<file path="config.mk">
export PLATFORM = sky130hd
export DESIGN_NAME = cdc_in_arb
export DESIGN_NICKNAME = d
export VERILOG_FILES = /design/src/rtl/cdc_in_arb.sv
export SDC_FILE = /design/constraint.sdc
export NUM_CORES = 1
export LEC_CHECK = 0
export CORE_MARGIN = 4
export CORE_UTILIZATION = 35
export DETAILED_ROUTE_END_ITERATION = 12
export PLACE_DENSITY_LB_ADDON = 0.12
export SETUP_SLACK_MARGIN = 0.02
export SYNTH_ARGS = -nofsm -noshare
export SYNTH_HDL_FRONTEND = slang
export SYNTH_SLANG_ARGS = --single-unit
</file>
<file path="constraint.sdc">
create_clock -name clk_i -period 2.8 [get_ports clk_i]
set_input_delay 0.56 -clock clk_i [delete_from_list [all_inputs] [get_ports clk_i]]
set_output_delay 0.56 -clock clk_i [all_outputs]
set_load 0.01 [all_outputs]
</file>
<file path="src/rtl/cdc_in_arb.sv">
// Round-robin arbiter sharing the USB_CDC IN byte stream between N_REQ producers.
// A grant is held until packet end, MAX_BURST bytes, or HOLD_TO idle cycles.
module cdc_in_arb #(
  parameter int N_REQ     = 2,
  parameter int MAX_BURST = 16,
  parameter int HOLD_TO   = 8
) (
  input  logic                 clk_i,
  input  logic                 rstn_i,
  input  logic [8*N_REQ-1:0]   req_data_i,
  input  logic [N_REQ-1:0]     req_valid_i,
  input  logic [N_REQ-1:0]     req_last_i,
  output logic [N_REQ-1:0]     req_ready_o,
  output logic [N_REQ-1:0]     grant_o,
  output logic [7:0]           in_data_o,
  output logic                 in_valid_o,
  input  logic                 in_ready_i,
  output logic                 busy_o
);

  localparam int PW = (N_REQ > 2) ? 2 : 1;
  localparam logic [7:0] MAX_BURST_B = 8'(MAX_BURST);
  localparam logic [7:0] HOLD_TO_B   = 8'(HOLD_TO);

  typedef enum logic {IDLE, GRANT} state_t;

  state_t            state_reg, state_next;
  logic [N_REQ-1:0]  grant_reg, grant_next;
  logic [PW-1:0]     last_reg, last_next;
  logic [7:0]        beat_reg, beat_next;
  logic [7:0]        to_reg, to_next;
  logic [7:0]        data_reg, data_next;
  logic              valid_reg, valid_next;

  logic              out_free;
  logic              g_valid;
  logic              g_last;
  logic [7:0]        g_data;
  logic              xfer;
  logic [7:0]        beat_inc;
  logic [7:0]        to_inc;
  logic              found;
  int                cand;

  // While granted, last_reg is the index of the current owner.
  assign out_free = ~valid_reg | in_ready_i;
  assign g_valid  = req_valid_i[last_reg];
  assign g_last   = req_last_i[last_reg];
  assign g_data   = req_data_i[8*int'(last_reg) +: 8];
  assign xfer     = g_valid & grant_reg[last_reg] & out_free;

  assign beat_inc = (beat_reg == 8'hFF) ? 8'hFF : beat_reg + 8'd1;
  assign to_inc   = (to_reg == 8'hFF) ? 8'hFF : to_reg + 8'd1;

  assign req_ready_o = grant_reg & {N_REQ{out_free}};
  assign grant_o     = grant_reg;
  assign in_data_o   = data_reg;
  assign in_valid_o  = valid_reg;
  assign busy_o      = (|grant_reg) | valid_reg;

  always_comb begin
    state_next = state_reg;
    grant_next = grant_reg;
    last_next  = last_reg;
    beat_next  = beat_reg;
    to_next    = to_reg;
    found      = 1'b0;
    cand       = 0;
    case (state_reg)
      IDLE: begin
        if (|req_valid_i) begin
          // First valid requester after the previous winner, wrapping.
          for (int i = 1; i <= N_REQ; i++) begin
            cand = (int'(last_reg) + i) % N_REQ;
            if (!found && req_valid_i[cand]) begin
              found     = 1'b1;
              last_next = PW'(cand);
            end
          end
          grant_next = {{(N_REQ-1){1'b0}}, 1'b1} << last_next;
          beat_next  = 8'd0;
          to_next    = 8'd0;
          state_next = GRANT;
        end
      end
      GRANT: begin
        if (xfer) begin
          beat_next = beat_inc;
          to_next   = 8'd0;
          if (g_last || (beat_inc == MAX_BURST_B)) begin
            grant_next = '0;
            state_next = IDLE;
          end
        end else if (!g_valid) begin
          to_next = to_inc;
          if ((HOLD_TO_B != 8'd0) && (to_inc == HOLD_TO_B)) begin
            grant_next = '0;
            state_next = IDLE;
          end
        end
      end
      default: state_next = IDLE;
    endcase
  end

  // A new load wins over consumption, so valid stays high across back-to-back bytes.
  always_comb begin
    data_next  = xfer ? g_data : data_reg;
    valid_next = xfer | (valid_reg & ~in_ready_i);
  end

  always_ff @(posedge clk_i or negedge rstn_i) begin
    if (!rstn_i) begin
      state_reg <= IDLE;
      grant_reg <= '0;
      last_reg  <= PW'(N_REQ - 1);
      beat_reg  <= 8'd0;
      to_reg    <= 8'd0;
      data_reg  <= 8'd0;
      valid_reg <= 1'b0;
    end else begin
      state_reg <= state_next;
      grant_reg <= grant_next;
      last_reg  <= last_next;
      beat_reg  <= beat_next;
      to_reg    <= to_next;
      data_reg  <= data_next;
      valid_reg <= valid_next;
    end
  end

endmodule
</file>
==> impl_metrics.yaml <==
clock_tree:
  path_clk_slew_ns: 0.06
  h-tree-depth: 2
  cts.sinks: 29
  hold_buffers: 0
  clock_path_buffers: 2
  worstSkewPairLatency_ns: 0.28
  postCtsSetupBuffers: 0
  cts_tree: "yes"
  numCtsBuffers: 5
  cts_resized: 0
  cts-root-buf: "clkbuf_8"
layout:
  fillers: 485
  layout.cells.non_filler: 304
  seqCellArea_um2: 727
  final_area_um2: 2240
  drive_above_1_share_pct: 7.17
  mostFrequentLayoutCell: "clkdlybuf4s50_1"
  fin_util_pct: 47.0
  fin_nets: 261
  diodes: 0
  multi_input_area_um2: 933
  final_cell_mix: "clkdlybuf4s50_1 (36), dfrtp_1 (28), a21oi_1 (25), nor2_1 (20), nand2_1 (19)"
  synthToLayoutAreaGrowth_pct: 29.6
place:
  pre_cts_slack_ns: 0.293
  post-place-cells: 296
  place_congestion: 0.778
  dp_hpwl_mm: 2.87
  io_buffers: 36
  dpl-instance-area_um2: 2150
global_routing:
  overflow: 0
  antenna_found_initial: 0
  grt-busiest-layer: "met2"
  grt_pass1_wl_mm: 6.91
  grtUsageTotal_pct: 14.1
  grt_use_met1_pct: 17.1
  grt_pass1_vias: 1521
  grt_max_degree: 30
  grtUsageMet3_pct: 5.39
  grtUsageMet2_pct: 23.4
sta:
  fmax_ghz: 0.418
  layout_min_cycle_time_ns: 2.39
  slew_headroom_pct: 70.8
  worst_pin_slew_ns: 0.437
  fin_tns_setup_ns: 0
  slew_violations: 0
  finalHoldWorstSlack_ns: 0.529
  finalClockSkew_ns: 0.00437
  period_share_pct: 85.5
  finalHoldViolations: 0
  finalSetupViolCount: 0
  setup_ws_ns: 0.406
  rsz0062_at_grt: "false"
synth:
  ys.warnings.count: 0
  synth_nets: 223
  synth.distinct_cells: 40
  avgSynthCellArea_um2: 8.71
  ys_seq_area_share_pct: 42.1
  ys_ff_latch: 29
  synthCells: 198
  synthesis.area_um2: 1730
worst_hold_path:
  holdPathStages: 2
  min_to: "beat_reg[1]$_DFFE_PN0P_"
  hp-start: "beat_reg[1]$_DFFE_PN0P_"
  hp-class: "reg -> reg"
pwr:
  irDropWorstVdd_v: 0.000382
  leakagePower_nw: 0.992
  cellPowerDensity_nw_per_um2: 859
  power_mw: 1.92
worst_setup_path:
  reg2reg_slack_ns: 0.61
  cpMostUsedCell: "clkdlybuf4s50_1"
  critPathMaxStageDelay_ns: 0.53
  cp-end-kind: "output port"
  crit_slowest_cell: "clkdlybuf4s50_1"
  cp_cell_sequence: "clkdlybuf4s50_1, nand2b_1, and2_1, clkdlybuf4s50_1"
  crit_fanout: 4
  crit_type: "in -> out"
  worstPathArrival_ns: 1.83
  worstSetupStartpointType: "primary input"
  reg2reg_from: "last_reg$_DFFE_PN1P_"
  r2r_end: "beat_reg[5]$_DFFE_PN0P_"
  required_ns: 2.24
  worstRegToRegCells: 6
detailed_routing:
  viasPerCell: 5.16
  vias: 1569
  drc: 0
  drt_pre_antenna_iters: 4
  wire_per_inst_um: 12.8
  drtIter0Drc: 86
  drtAntennaViolNets: 0
  drt_wl_total_mm: 3.90
die:
  initial_core_util_pct: 36.3
  fp.dieH_um: 78.2
  placeableCoreArea_um2: 4750
  rows: 25
  top_level_ports: 37
  die_x_um: 78.2
  die_area_um2: 6120
outcome:
  status: "complete, no violations"
flow_run:
  cap_viol_max_count: 0
-- how the worst max path moves through the flow --
stage	startpoint	endpoint	slack, ns	cells after the start
floorplan	in_ready_i	to_reg[1]$_DFFE_PN0P_	1.03	7
global placement	req_valid_i[0]	beat_reg[5]$_DFFE_PN0P_	0.33	7
detailed placement	req_valid_i[0]	beat_reg[5]$_DFFE_PN0P_	0.29	7
CTS	in_ready_i	req_ready_o[0]	0.40	4
global route	in_ready_i	req_ready_o[0]	0.35	4
finish	in_ready_i	req_ready_o[0]	0.41	4
-- Yosys cell counts --
cell	count	area share, %
buf_1	1	0.22
buf_2	4	1.2
nor3_1	5	1.5
xor2_1	1	0.51
inv_1	5	1.1
o211ai_1	1	0.44
nand3_1	9	2.6
o22ai_1	2	0.73
a311oi_1	1	0.51
a2bb2oi_1	1	0.51
a21oi_1	25	7.3
a22o_1	3	1.5
nor4_1	3	1.1
a21boi_2	1	0.65
buf_4	1	0.44
and2_1	4	1.5
or3_1	1	0.36
nand3b_4	1	1.2
mux2_2	2	1.3
o22a_1	1	0.51
a21o_1	4	1.7
dfstp_2	1	1.5
nand4_1	2	0.73
nor2_1	20	4.4
o2bb2ai_1	1	0.51
ha_1	2	1.5
dfrtp_1	28	41
and3_1	8	2.9
a31o_2	1	0.51
mux2i_1	11	6.4
o21a_2	1	0.51
o21ai_0	14	4.1
nand2_1	19	4.1
nand3b_1	2	0.87
nor4b_1	1	0.51
a31oi_1	4	1.5
buf_6	1	0.65
nand2b_1	4	1.5
and2_4	1	0.51
clkbuf_1	1	0.22
-- area by class of cell --
type / instances / share of cell area, %
clock buffer: 8 / 4.03
multi-input combinational: 156 / 41.7
timing repair buffer: 39 / 17.1
tap: 67 / 3.75
inverter: 5 / 0.839
sequential: 29 / 32.5
-- kinds of logic after synthesis --
kind of cell / count (synthesis) / synth area share (%)
xor gates and xnor gates: 1 / 0.508
adders and majority gates: 2 / 1.45
muxes: 13 / 7.69
and+or+nand+nor: 80 / 23.6
AOI/OAI and AO/OA: 60 / 20.9
DFF: 29 / 42.1
buffers and inverters: 13 / 3.77
-- worst max-delay path: cells and delay by family --
kind                   cells  cell delay (ns)
AND/OR/NAND/NOR            2             0.30
buffers and inverters      2             0.97
-- where the power goes --
| part | internal (mW) | switching, mW |
|---|---|---|
| clock network | 0.200 | 0.151 |
| registers | 0.552 | 0.157 |
| logic | 0.457 | 0.403 |
| total | 1.21 | 0.711 |
-- layer usage --
metal / vias to the layer above / routed length (um)
met2: 32 / 1830
met1: 734 / 1770
met5: - / 0
met3: 6 / 251
met4: 0 / 44
li1: 797 / -
Power figures use the tool's default switching activity.
